`src/rtl/dmem_arbiter.sv`:
```
// Shares the single-ported data memory between the core MEM stage and an
// external debug/DMA port; core has priority, ext gets bounded starvation.
module dmem_arbiter #(
  parameter int DATA_W   = 32,
  parameter int ADDR_W   = 9,
  parameter int MAX_WAIT = 4
) (
  input  logic              clk,
  input  logic              reset,
  input  logic              core_rd,
  input  logic              core_wr,
  input  logic [ADDR_W-1:0] core_addr,
  input  logic [DATA_W-1:0] core_wr_data,
  output logic              core_stall,
  output logic              core_rd_valid,
  output logic [DATA_W-1:0] core_rd_data,
  input  logic              ext_req,
  input  logic              ext_we,
  input  logic [ADDR_W-1:0] ext_addr,
  input  logic [DATA_W-1:0] ext_wr_data,
  output logic              ext_gnt,
  output logic              ext_rd_valid,
  output logic [DATA_W-1:0] ext_rd_data,
  output logic              mem_rd,
  output logic              mem_wr,
  output logic [ADDR_W-1:0] mem_addr,
  output logic [DATA_W-1:0] mem_wr_data,
  input  logic [DATA_W-1:0] mem_rd_data
);

  typedef enum logic [1:0] {
    OWN_NONE,
    OWN_CORE,
    OWN_EXT
  } owner_e;

  localparam logic [3:0] MaxW = 4'(MAX_WAIT);

  owner_e     owner_q, owner_d;
  logic [3:0] wait_q, wait_d;

  logic core_req;
  logic ext_win;
  logic core_win;

  assign core_req = core_rd | core_wr;
  assign ext_win  = ext_req & (~core_req | (wait_q == MaxW));
  assign core_win = core_req & ~ext_win;

  assign ext_gnt    = ext_win;
  assign core_stall = core_req & ext_win;

  always_comb begin
    mem_rd      = 1'b0;
    mem_wr      = 1'b0;
    mem_addr    = '0;
    mem_wr_data = '0;
    unique case (1'b1)
      ext_win: begin
        mem_rd      = ~ext_we;
        mem_wr      = ext_we;
        mem_addr    = ext_addr;
        mem_wr_data = ext_wr_data;
      end
      core_win: begin
        // a store wins over a simultaneous load strobe
        mem_rd      = core_rd & ~core_wr;
        mem_wr      = core_wr;
        mem_addr    = core_addr;
        mem_wr_data = core_wr_data;
      end
      default: ;
    endcase
  end

  always_comb begin
    wait_d = wait_q;
    if (!ext_req || ext_win)
      wait_d = '0;
    else if (wait_q != MaxW)
      wait_d = wait_q + 4'd1;
  end

  always_comb begin
    owner_d = OWN_NONE;
    if (core_win && core_rd && !core_wr)
      owner_d = OWN_CORE;
    else if (ext_win && !ext_we)
      owner_d = OWN_EXT;
  end

  always_ff @(posedge clk or negedge reset) begin
    if (!reset) begin
      wait_q  <= '0;
      owner_q <= OWN_NONE;
    end else begin
      wait_q  <= wait_d;
      owner_q <= owner_d;
    end
  end

  assign core_rd_valid = (owner_q == OWN_CORE);
  assign ext_rd_valid  = (owner_q == OWN_EXT);
  assign core_rd_data  = core_rd_valid ? mem_rd_data : '0;
  assign ext_rd_data   = ext_rd_valid ? mem_rd_data : '0;

endmodule

```
`config.mk`:
```
export PLATFORM = sky130hd
export DESIGN_NAME = dmem_arbiter
export DESIGN_NICKNAME = d
export VERILOG_FILES = /design/src/rtl/dmem_arbiter.sv
export SDC_FILE = /design/constraint.sdc
export NUM_CORES = 1
export LEC_CHECK = 0
export ABC_AREA = 1
export BUFFER_PORTS_ARGS = -buffer_cell sky130_fd_sc_hd__clkbuf_2
export CAP_MARGIN = 25
export CORE_AREA = 2 2 89 91
export CTS_CLUSTER_SIZE = 10
export DETAILED_ROUTE_END_ITERATION = 10
export DIE_AREA = 0 0 91 93
export HOLD_SLACK_MARGIN = 0.05
export REMOVE_ABC_BUFFERS = 1
export SYNTH_ARGS = -nofsm -noshare
export SYNTH_HDL_FRONTEND = slang
export SYNTH_SLANG_ARGS = --single-unit
```
`constraint.sdc`:
```
create_clock -name clk -period 2 [get_ports clk]
set_input_delay 0.2 -clock clk [delete_from_list [all_inputs] [get_ports clk]]
set_output_delay 0.2 -clock clk [all_outputs]
set_load 0.02 [all_outputs]
```
==> run metrics <==
Non-Filler Instances=between 600 and 700; Max Clk Rate=528 MHz; Crit-path slowest cell=dfrtp_1; simple-gate share of the synthesized area=between 60 and 70%; R2R Setup Slk=about 690 ps; Power Density=about 330 nW/um^2; Initial DRC Count=23; actual slew at the worst max-slew pin=around 320 ps; Int Pwr=around 0.00051 W; Net Switching=around 0.00047 W; clock buffer count from CTS=3; Initial Util=between 20% and 30%; RSZ-0062 raised after global routing=true; worst rel slew slack=78.7%; remaining global-route overflow=0; Clock Latency Late Sink=between 200 and 250 ps; outcome=complete, no violations; Synth Area in Compound Gates=less than 1%; GRT Total Usage=between 10% and 20%; commonest non-fill, non-tap cell in the layout=clkbuf_2; first-pass GRT wire length=roughly 11,000 um; Worst Hold Depth=3; setup ws final=around 100 ps; Crit. Startpoint=wait_q[0]$_DFFE_PN0P_; number of setup violations in the final report=0; register area=around 150 sq um; Inst Count DP=between 600 and 700; IO Pins=231; Synth Area in XOR/XNOR=1.10%; Period Utilization, post-route=around 95%; routability cong.=~0.9; ratio of cells with drive above 1 in the final layout=about three fifths; Hold Path Sink=owner_q[0]$_DFF_PN0_; clock buffer depth=2; worst setup path class=flop to output port; final antenna-violating net count=0; Place WS=about 230 ps; post-synthesis mux area share=0%; drt drc=0; wirelength, routed=roughly 7300 um; DIE AREA=approximately 8500 sq um; CP arrival=1700 ps; r2r startpoint=wait_q[0]$_DFFE_PN0P_; mapped cell area=roughly 1600 sq um; hold crit path type=primary input to flop; vias in the first global route=approximately 2.4k; DR WL/cell=11.9 um; post-synthesis sequential area ratio=approximately a tenth; DRT Pass-1 Iters=4; final-report max-slew violation count=0; Die X=between 90 and 100 um; Clk pwr share=a little under a fifth; Worst R2R End=owner_q[1]$_DFF_PN0_; crit path cell chain=inv_1, ha_1, nand3_2, nand2_4, buf_6, nand3_1, nand2_1, clkbuf_2; HP Start=core_rd; Fillers=roughly 840; Clock Skews=0.833 ps; most frequent cells in the layout=230 x clkbuf_2, 68 x nor2_1, 48 x nand3_1; H-tree depth=1; Setup crit end kind=output port; post-synthesis adder-cell area fraction=under 10%; largest family of logic cells by synthesized area=simple AND/OR/NAND/NOR gates; critical path's largest stage delay=~400 ps; largest net degree at the start of global routing=43; # port buffers=between 200 and 250; clock slew at reported path FFs=40 ps; Yosys reg bits=6; fin util=between 30% and 40%; Root Driver=clkbuf_8; synthesized area per cell=between 5 and 6 sq um; TritonCTS clock tree=yes; YS warnings=0; Core Box Area=7530 sq um; # rows=32; number of clock sinks=6; Gate power share=67.9%; Final HPWL DP=just over 6000 um; final hold vios=0; ANT cells=0; R2R cell count=7; Final nets=approximately 630; Worst setup SP type=flop; Die H=~93 um; P_leak=roughly 2.1 nW; fin crit period=roughly 1900 ps; setup_tns=0 ps; CP max FO=25; vias per inst=4.28; initial antenna violation count=0; Vias=2,619; Required @ worst endpoint=~1800 ps; switching share of power=47.6%; gate count of the mapped netlist=around 280; Multi-input gate area=about 1200 sq um; Hold Slack=roughly 260 ps; Max-cap violations=0; worst vdd ir=0.150 mV; number of library cell types mapped by synthesis=16; sequential share of power=13.5%; Area Overhead vs Synth=86.4%
## critical path, delay by kind of cell, from the launching register on
kind | cells | cell delay (ps)
simple gates | 4 | 430
flops | 1 | 400
buf+inv | 3 | 470
fa+ha+maj | 1 | 150
## area by class of cell
cell class	instances	area share, %
Inverter	46	5.92
Multi-Input combinational cell	210	39.2
Tap cell	102	4.29
Timing Repair Buffer	244	43.9
Sequential cell	6	5.04
Clock buffer	3	1.39
Timing Repair inverter	1	0.252
## power by group through the flow
stage / clock network [W] / registers [W] / logic [W]
detailed placement: 0 / 0.000133 / 0.000653
CTS: 0.000192 / 0.000132 / 0.000658
finish: 0.000183 / 0.000132 / 0.000664
floorplan: 0 / 0.000132 / 0.000345
global placement: 0 / 0.000133 / 0.000647
global route: 0.000200 / 0.000133 / 0.000725
## metal layers
layer	share of wire [%]	up-vias	global-route usage [%]
met5	0	-	0
met2	51	156	28.2
met4	2.7	0	6.19
li1	-	1327	-
met1	35	1121	16.0
met3	11	15	5.16
## cell families after synthesis
kind of cell	Yosys count
and+or+nand+nor	204
buffers and inverters	69
DFF	6
xor gates and xnor gates	2
adders and majority gates	2
AOI/OAI and AO/OA	1
## state kept, by name (all words and copies together), names as in the netlist
name     count
owner_q      2
wait_q       4
## synth_stat cells
library cell | number | area, sq um
inv_1 | 43 | 161
buf_2 | 12 | 60.1
a21oi_2 | 1 | 8.76
ha_1 | 2 | 25.0
xnor2_1 | 1 | 8.76
dfrtp_1 | 6 | 150
nand2_4 | 3 | 33.8
nand2_1 | 45 | 169
xor2_1 | 1 | 8.76
nand3_2 | 39 | 390
nand3_1 | 48 | 240
buf_1 | 1 | 3.75
nor2_1 | 69 | 259
clkbuf_1 | 6 | 22.5
inv_2 | 3 | 11.3
buf_6 | 4 | 45.0
## worst max-delay path by stage
stage               slack [ps]  cells after the start         endpoint
global route               -20                      8  mem_wr_data[17]
floorplan                  -60                      6           mem_rd
global placement           280                      9  mem_wr_data[18]
CTS                         50                      8  mem_wr_data[20]
detailed placement         230                      9   mem_wr_data[9]
finish                     100                      8  mem_wr_data[20]
## through the flow
stage / power [W] / instance area (sq um)
2_1_floorplan: 0.000477 / 1470
3_3_place_gp: 0.000780 / 2840
3_5_place_dp: 0.000786 / 2840
4_1_cts: 0.000982 / 2900
5_1_grt: 0.00106 / 2980
6_report: 0.000979 / 2980
## timing repair
action,in CTS,in global routing
pin swaps,0,0
endpoints found under the setup margin,16,50
setup buffers,0,3
hold buffers,1,0
cloned,0,3
hold endpoints to repair,6,0
gates resized for setup,1,5
(Power assumes the default switching activity.)
